`config.mk`:
```
export PLATFORM = sky130hd
export DESIGN_NAME = rpc2_ctrl_fifo_wr_ctrl_flat
export DESIGN_NICKNAME = d
export VERILOG_FILES = /design/src/rtl/rpc2_ctrl_fifo_wr_ctrl_if.sv /design/src/rtl/rpc2_ctrl_fifo_wr_ctrl.sv /design/src/flat_wrapper.sv
export SDC_FILE = /design/constraint.sdc
export NUM_CORES = 1
export LEC_CHECK = 0
export BUFFER_PORTS_ARGS = -buffer_cell sky130_fd_sc_hd__buf_4
export CORE_MARGIN = 2
export CORE_UTILIZATION = 55
export DETAILED_ROUTE_END_ITERATION = 8
export PLACE_DENSITY_LB_ADDON = 0.25
export RECOVER_POWER = 100
export SYNTH_ARGS = -nofsm -noshare
export SYNTH_HDL_FRONTEND = slang
export SYNTH_SLANG_ARGS = --single-unit
```
`constraint.sdc`:
```
create_clock -name clk -period 7.65 [get_ports clk]
set_input_delay 0.765 -clock clk [delete_from_list [all_inputs] [get_ports clk]]
set_output_delay 0.765 -clock clk [all_outputs]
set_load 0.03 [all_outputs]
```
`src/rtl/rpc2_ctrl_fifo_wr_ctrl_if.sv`:
```
// rtl/rpc2_ctrl_fifo_wr_ctrl_if.sv - push/flag signal bundle of the async FIFO write controller
interface rpc2_ctrl_fifo_wr_ctrl_if #(
  parameter int ADDR_WIDTH = 8
);
  logic                  wr_req;
  logic                  wr_ready;
  logic                  wr_en;
  logic [ADDR_WIDTH-1:0] wr_addr;
  logic [ADDR_WIDTH:0]   wr_gray_ptr;
  logic [ADDR_WIDTH:0]   rd_gray_ptr;
  logic                  full;
  logic                  almost_full;
  logic [ADDR_WIDTH:0]   free_cnt;
  logic                  overflow;
  logic                  ovf_clr;

  modport slave (
    input  wr_req, rd_gray_ptr, ovf_clr,
    output wr_ready, wr_en, wr_addr, wr_gray_ptr, full, almost_full, free_cnt, overflow
  );

  modport master (
    output wr_req, rd_gray_ptr, ovf_clr,
    input  wr_ready, wr_en, wr_addr, wr_gray_ptr, full, almost_full, free_cnt, overflow
  );
endinterface

```
`src/rtl/rpc2_ctrl_fifo_wr_ctrl.sv`:
```
// rtl/rpc2_ctrl_fifo_wr_ctrl.sv - write-side pointer and flag controller for async FIFOs
module rpc2_ctrl_fifo_wr_ctrl #(
  parameter int ADDR_WIDTH   = 8,
  parameter int AFULL_THRESH = 4,
  parameter int SYNC_STAGES  = 2
) (
  input  logic                        clk,
  input  logic                        rst_n,
  rpc2_ctrl_fifo_wr_ctrl_if.slave     bus
);

  localparam int PW    = ADDR_WIDTH + 1;
  localparam int DEPTH = 1 << ADDR_WIDTH;
  localparam logic [PW-1:0] DEPTH_V   = PW'(DEPTH);
  // Full when write pointer equals read pointer with its two top Gray bits inverted
  localparam logic [PW-1:0] FULL_MASK = PW'(3) << (PW - 2);
  localparam logic          AFULL_RST = (DEPTH <= AFULL_THRESH);

  logic [PW-1:0] wr_bin_q;
  logic [PW-1:0] wr_gray_q;
  logic [PW-1:0] sync_q [SYNC_STAGES];
  logic          full_q;
  logic          afull_q;
  logic [PW-1:0] free_q;
  logic          ovf_q;

  logic          push;
  logic [PW-1:0] next_bin;
  logic [PW-1:0] next_gray;
  logic [PW-1:0] rq_gray;
  logic [PW-1:0] rq_bin;
  logic [PW-1:0] used_nxt;
  logic [PW-1:0] free_nxt;
  logic          full_nxt;
  logic          afull_nxt;

  assign push      = bus.wr_req & ~full_q;
  assign next_bin  = wr_bin_q + PW'(push);
  assign next_gray = next_bin ^ (next_bin >> 1);
  assign rq_gray   = sync_q[SYNC_STAGES-1];

  always_comb begin
    rq_bin = '0;
    for (int i = 0; i < PW; i++) begin
      rq_bin[i] = ^(rq_gray >> i);
    end
  end

  // Modular subtraction keeps occupancy correct across pointer wrap
  assign used_nxt  = next_bin - rq_bin;
  assign free_nxt  = DEPTH_V - used_nxt;
  assign full_nxt  = (next_gray == (rq_gray ^ FULL_MASK));
  assign afull_nxt = (32'(free_nxt) <= 32'(AFULL_THRESH));

  always_ff @(posedge clk or negedge rst_n) begin
    if (!rst_n) begin
      for (int i = 0; i < SYNC_STAGES; i++) begin
        sync_q[i] <= '0;
      end
    end else begin
      sync_q[0] <= bus.rd_gray_ptr;
      for (int i = 1; i < SYNC_STAGES; i++) begin
        sync_q[i] <= sync_q[i-1];
      end
    end
  end

  always_ff @(posedge clk or negedge rst_n) begin
    if (!rst_n) begin
      wr_bin_q  <= '0;
      wr_gray_q <= '0;
      full_q    <= 1'b0;
      afull_q   <= AFULL_RST;
      free_q    <= DEPTH_V;
      ovf_q     <= 1'b0;
    end else begin
      wr_bin_q  <= next_bin;
      wr_gray_q <= next_gray;
      full_q    <= full_nxt;
      afull_q   <= afull_nxt;
      free_q    <= free_nxt;
      // A rejected request in the same cycle as a clear keeps the flag set
      if (bus.wr_req && full_q) begin
        ovf_q <= 1'b1;
      end else if (bus.ovf_clr) begin
        ovf_q <= 1'b0;
      end
    end
  end

  assign bus.wr_ready    = ~full_q;
  assign bus.wr_en       = push;
  assign bus.wr_addr     = wr_bin_q[ADDR_WIDTH-1:0];
  assign bus.wr_gray_ptr = wr_gray_q;
  assign bus.full        = full_q;
  assign bus.almost_full = afull_q;
  assign bus.free_cnt    = free_q;
  assign bus.overflow    = ovf_q;

endmodule

```
`src/flat_wrapper.sv`:
```
// flat-port wrapper written by rule: the top's interface ports become plain ports
module rpc2_ctrl_fifo_wr_ctrl_flat 
#(
  parameter int ADDR_WIDTH   = 8,
  parameter int AFULL_THRESH = 4,
  parameter int SYNC_STAGES  = 2
)
  (clk, rst_n, bus_wr_req, bus_rd_gray_ptr, bus_ovf_clr, bus_wr_ready, bus_wr_en, bus_wr_addr, bus_wr_gray_ptr, bus_full, bus_almost_full, bus_free_cnt, bus_overflow);
  rpc2_ctrl_fifo_wr_ctrl_if #(.ADDR_WIDTH(ADDR_WIDTH)) bus_i ();
  input  logic clk;
  input  logic rst_n;
  input wire logic [$bits(bus_i.wr_req)-1:0] bus_wr_req;
  input wire logic [$bits(bus_i.rd_gray_ptr)-1:0] bus_rd_gray_ptr;
  input wire logic [$bits(bus_i.ovf_clr)-1:0] bus_ovf_clr;
  output wire logic [$bits(bus_i.wr_ready)-1:0] bus_wr_ready;
  output wire logic [$bits(bus_i.wr_en)-1:0] bus_wr_en;
  output wire logic [$bits(bus_i.wr_addr)-1:0] bus_wr_addr;
  output wire logic [$bits(bus_i.wr_gray_ptr)-1:0] bus_wr_gray_ptr;
  output wire logic [$bits(bus_i.full)-1:0] bus_full;
  output wire logic [$bits(bus_i.almost_full)-1:0] bus_almost_full;
  output wire logic [$bits(bus_i.free_cnt)-1:0] bus_free_cnt;
  output wire logic [$bits(bus_i.overflow)-1:0] bus_overflow;
  assign bus_i.wr_req = bus_wr_req;
  assign bus_i.rd_gray_ptr = bus_rd_gray_ptr;
  assign bus_i.ovf_clr = bus_ovf_clr;
  assign bus_wr_ready = bus_i.wr_ready;
  assign bus_wr_en = bus_i.wr_en;
  assign bus_wr_addr = bus_i.wr_addr;
  assign bus_wr_gray_ptr = bus_i.wr_gray_ptr;
  assign bus_full = bus_i.full;
  assign bus_almost_full = bus_i.almost_full;
  assign bus_free_cnt = bus_i.free_cnt;
  assign bus_overflow = bus_i.overflow;
  rpc2_ctrl_fifo_wr_ctrl #(.ADDR_WIDTH(ADDR_WIDTH), .AFULL_THRESH(AFULL_THRESH), .SYNC_STAGES(SYNC_STAGES)) u_core (.clk(clk), .rst_n(rst_n), .bus(bus_i));
endmodule
```
# == Yosys cells after proc, flatten, opt, wreduce, memory -nomap -nowiden ==
# Cells that the tools add are included.
# Widths: inputs -> output; s select.
# word_totals
latchBits,0
word_cells,30
reg_bits,48
memories,0
mem_bits_rw,0
inputBits,13
mem_bits_ro,0
output_inout_bits,31
# classes
n_shift,0
n_reduce_logical,11
n_lt_le_gt_ge,1
addsub,3
mux,2
multipliers,0
div_mod_pow,0
bitwise_logic,4
eq_ne,1
# ops
cell,count
$reduce_xor 9->1,9
$add 9x1->9,1
$eq 9x9->1,1
$le 9x3->1 const B,1
$sub 9x9->9,1
$sub 9x9->9 const A,1
$xor 9x8->9,1
$mux 1,2
$not 2->2,1
$reduce_bool 2->1,1
$and 1x1->1,1
$logic_and 1x1->1,1
$not 1->1,1

# == Longest topological paths before layout ==
# depth
word_depth,6
ltp_mapped,17
mapped_depth_nobuf,17

# == Worst setup path before layout ==
# OpenSTA, ideal clock, no wires.
# synth_timing
path_kind,input to register
start,in bus_wr_req
end,reg u_core.afull_q (netlist: u_core.bus.almost_full)
setup_time_ns,0.096
path_buffers,1
path_slack_ns,3.354
cell_stages,15
required_ns,7.554
arrival_time_ns,4.201
path_cell_list,nor2b_1 ha_1 ha_1 buf_2 xor2_1 inv_1 ha_1 inv_1 fa_1 nor2b_1 o21ai_0 a21boi_1 nor2_1 or4b_2 nor4_2
# synth_via
elab_chain_len,5
# synth_lines
element,line,rtl
start: declaration,flat_wrapper.sv:12,input wire logic [$bits(bus_i.wr_req)-1:0] bus_wr_req;
$and 1x1->1,rpc2_ctrl_fifo_wr_ctrl.sv:37,assign push = bus.wr_req & ~full_q;
$add 9x1->9,rpc2_ctrl_fifo_wr_ctrl.sv:38,assign next_bin = wr_bin_q + PW'(push);
named net u_core.next_bin[2],rpc2_ctrl_fifo_wr_ctrl.sv:28,logic [PW-1:0] next_bin;
$sub 9x9->9,rpc2_ctrl_fifo_wr_ctrl.sv:50,assign used_nxt = next_bin - rq_bin;
$sub 9x9->9,rpc2_ctrl_fifo_wr_ctrl.sv:51,assign free_nxt = DEPTH_V - used_nxt;
named net u_core.free_nxt[5],rpc2_ctrl_fifo_wr_ctrl.sv:33,logic [PW-1:0] free_nxt;
$le 9x3->1,rpc2_ctrl_fifo_wr_ctrl.sv:53,assign afull_nxt = (32'(free_nxt) <= 32'(AFULL_THRESH));
named net u_core.afull_nxt,rpc2_ctrl_fifo_wr_ctrl.sv:35,logic afull_nxt;
end signal: assignment,rpc2_ctrl_fifo_wr_ctrl.sv:80,afull_q <= afull_nxt;
end: declaration,rpc2_ctrl_fifo_wr_ctrl.sv:23,logic afull_q;
# The timed path passes the listed nets, and every way through them passes these cells.
# A chain may end at the register's enable or synchronous reset.

# == Worst setup path after layout ==
# layout_timing
start,"reg u_core.sync_q, in the netlist u_core.rq_gray[5]"
end,reg u_core.afull_q (netlist: u_core.bus.almost_full)
# layout_via
elab_chain_len,4
word_cells_on_any_way,9
cone_classes,add/sub: 2; order compare: 1; reduce/logical: 6
# layout_lines
element,line,rtl
start: declaration,rpc2_ctrl_fifo_wr_ctrl.sv:21,logic [PW-1:0] sync_q [SYNC_STAGES];
start signal: indexed assignment,rpc2_ctrl_fifo_wr_ctrl.sv:63,sync_q[i] <= sync_q[i-1];
$reduce_xor 9->1,rpc2_ctrl_fifo_wr_ctrl.sv:45,rq_bin[i] = ^(rq_gray >> i);
$sub 9x9->9 (*),rpc2_ctrl_fifo_wr_ctrl.sv:50,
$sub 9x9->9 (*),rpc2_ctrl_fifo_wr_ctrl.sv:51,
named net u_core.free_nxt[5],rpc2_ctrl_fifo_wr_ctrl.sv:33,
$le 9x3->1 (*),rpc2_ctrl_fifo_wr_ctrl.sv:53,
named net u_core.afull_nxt,rpc2_ctrl_fifo_wr_ctrl.sv:35,
# Mark *: on every way through the listed nets, which the timed path passes. The rest lies on a longest branch.

==> impl_metrics.csv <==
group,metric,value,unit
run_status,outcome,"finished with violations",
run_status,failed_checks,"max-capacitance violations, max-slew violations",
yosys,syn_inst,177,
clock_network,cts-resized-gates,0,
setup_path,start_kind,"flip-flop",
sta,fin_crit_sh,0.551,
yosys,synth_area,2220,µm²
detailed_routing,routedWlPerCell,14.0,µm
die,die_w,67.5,µm
pwr,vdd_drop_max,0.000292,V
sta,setup_viol,0,
clock_network,tritoncts,"built",
clock_network,clk_latency,0.29,ns
pwr,leakagePower,1.17,nW
yosys,synth_area_leaders,"dfrtp_1, ha_1, xnor2_1, xor2_1, inv_1",
layout,seqCellArea,1180,µm²
sta,slew_headroom,-0.561,
sta,timing.fmax,237,MHz
clock_network,cts_sinks,47,
clock_network,hold_buffers,0,
clock_network,root_buffer,"clkbuf_8",
clock_network,cts.path.max_buffers,2,
sta,drv_slew,48,
setup_path,cp_cell_sequence,"xor2_1 > xnor2_1 > xor2_2 > xor2_1 > xor2_2 > xnor2_1 > ha_1 > inv_1 > ha_1 > inv_1 > fa_1 > nor2b_1 > o21ai_0 > a21boi_0 > nor2_1 > or4b_2 > nor4_1",
global_routing,grt_pass1_vias,1465,
yosys,yosysSeqAreaShare,0.530,
yosys,yosysTopAreaCellShare,0.518,
worst_hold_path,hp-class,"flip-flop to flip-flop",
sta,timing_hold_violations_final,0,
yosys,ys.warnings.count,0,
detailed_routing,firstDrtPassIters,3,
layout,multi_input_area,928,µm²
layout,drive_above_1_share,0.110,
yosys,async_flop_share,1.00,
sta,tns,0,ns
yosys,synth_edf_count,0,
placement,placed_cells,269,
placement,hpwl,2940,µm
die,initial_core_util,0.563,
yosys,synthFlopType,"dfrtp_1",
yosys,synth_most_common_cell,"dfrtp_1",
clock_network,htree_levels,2,
sta,period_minus_slack,4.21,ns
detailed_routing,wl,3880,µm
yosys,ys_ff_latch,47,
detailed_routing,drt_iter0_markers,85,
setup_path,crit_slowest_cell,"or4b_2",
setup_path,end_kind,"flip-flop",
setup_path,path_class,"flip-flop to flip-flop",
placement,routabilityCongestion,0.800,
setup_path,cp_max_fo,3,
detailed_routing,viasPerCell,4.93,
sta,finClkSkew,0.00539,ns
setup_path,arrival,4.40,ns
layout,nFillCells,309,
global_routing,grt_first_pass_wirelength,6560,µm
placement,portBuffers,43,
global_routing,antenna_found_initial,0,
setup_path,cp.required,7.84,ns
setup_path,slowest_delay,0.68,ns
die,die_h,67.5,µm
clock_network,postCtsSetupRepairBufs,0,
detailed_routing,postRouteAntennaNets,0,
detailed_routing,route.detailed.drc,0,
layout,n_antenna_cell,0,
die,rows,23,
pwr,powerDensity,486,nW/µm²
die,io_pins,44,
clock_network,cts_buffers,5,
yosys,synth_commonest_cells,"dfrtp_1, inv_1, xnor2_1, ha_1, xor2_1",
yosys,synth_area_per_cell,12.5,µm²
clock_network,cts.clk_slew.worst_paths,0.08,ns
global_routing,grt_overflow,0,
layout,postLayoutCoreUtil,0.646,
sta,rsz0062_at_grt,"false",
yosys,post-synth-top-area-cell,"dfrtp_1",
layout,area_growth,14.6,%
layout,nets,257,
sta,holdWs,0.348,ns
layout,stdcell_count,277,
sta,worstMarginPinSlew,2.34,ns
detailed_routing,dr_total_vias,1366,
die,core,3940,µm²
die,die_area,4560,µm²
global_routing,grt_use_total,0.199,
job,max-cap-violations,1,
yosys,syn_nets,208,
pwr,p_total,1.24,mW
yosys,ys_types,37,
global_routing,grt_start_max_net_pins,48,
[power breakdown]
group | internal [mW] | total (mW) | leakage (nW) | switching, mW
Clock | 0.0824 | 0.156 | 0.0515 | 0.0735
Combinational | 0.264 | 0.713 | 0.553 | 0.449
Sequential | 0.326 | 0.368 | 0.568 | 0.0419
Total | 0.673 | 1.24 | 1.17 | 0.564
[worst max-delay path, delay by kind of cell (launching register included)]
| family | cells | cell delay (ns) |
|---|---|---|
| AOI/OAI and AO/OA | 2 | 0.39 |
| xor gates and xnor gates | 6 | 1.32 |
| adders and majority gates | 3 | 0.73 |
| buffers and inverters | 2 | 0.12 |
| DFF | 1 | 0.44 |
| and+or+nand+nor | 4 | 1.11 |
[worst paths after layout]
| check | depth (start not counted) | startpoint | endpoint | slack (ns) |
|---|---|---|---|---|
| min in group asynchronous | 1 | rst_n | u_core.bus.wr_gray_ptr[0] | 1.17 |
| setup reg to reg | 17 | u_core.rq_gray[5] | u_core.bus.almost_full | 3.44 |
| max in group asynchronous | 1 | rst_n | u_core.rq_gray[3] | 5.14 |
| setup / recovery | 17 | u_core.rq_gray[5] | u_core.bus.almost_full | 3.44 |
| hold / removal | 0 | u_core.sync_q[16] | u_core.rq_gray[7] | 0.35 |
| hold reg to reg | 0 | u_core.sync_q[16] | u_core.rq_gray[7] | 0.35 |
[cells by family after synthesis]
logic type      after synthesis  synth area share
flops                        47             0.530
xor+xnor                     39             0.185
fa+ha+maj                    18             0.105
mux                           2           0.00901
buf+inv                      21            0.0361
simple gates                 33            0.0862
compound gates               17            0.0485
[metal layers]
layer	GRT usage	vias up	routed length [µm]
met4	0.0663	0	46
li1	-	672	-
met5	0	-	0
met3	0.0533	6	233
met2	0.341	34	1960
met1	0.244	654	1640
[placed cells by master (no fill, tap or decap), drive strengths merged]
cell type,synthesis,final
a21boi,1,1
a31oi,1,1
fa,1,1
nor2,7,7
nor3,3,3
nand2,7,7
clkbuf,0,51
nor4,1,1
inv,20,20
dfrtp,46,46
ha,17,17
o21ai,6,6
xor2,16,16
xnor3,1,1
nand4,1,1
nor3b,2,2
a2111oi,1,1
o211ai,2,2
nor2b,3,3
and4b,1,1
or3,1,1
and2,1,1
xnor2,22,22
dfstp,1,1
and3,1,1
a21oi,4,4
a21o,1,1
mux2i,2,2
nand3,4,4
or4b,1,1
o22ai,1,1
[flip-flops by register name, summed over array words and instances, names as in the netlist]
signal / count
u_core.bus.overflow: 1
u_core.bus.almost_full: 1
u_core.bus.free_cnt: 9
u_core.rq_gray: 9
u_core.bus.full: 1
u_core.bus.wr_gray_ptr: 8
u_core.wr_bin_q: 9
u_core.sync_q: 9
[per-stage QoR]
stage | cell area (µm²) | setup WS [ns]
after floorplan | 2220 | 3.35
after global placement | 2600 | 3.57
after detailed placement | 2600 | 3.39
after CTS | 2700 | 3.56
after global routing | 2550 | 3.03
final | 2550 | 3.44
[layout make-up]
| type | instances | area share |
|---|---|---|
| tap | 50 | 0.0246 |
| sequential | 47 | 0.462 |
| timing repair buffer | 43 | 0.0796 |
| multi-input combinational | 109 | 0.365 |
| inverter | 20 | 0.0295 |
| clock buffer | 8 | 0.0393 |
Note: power is estimated with default switching activity, not from simulation.
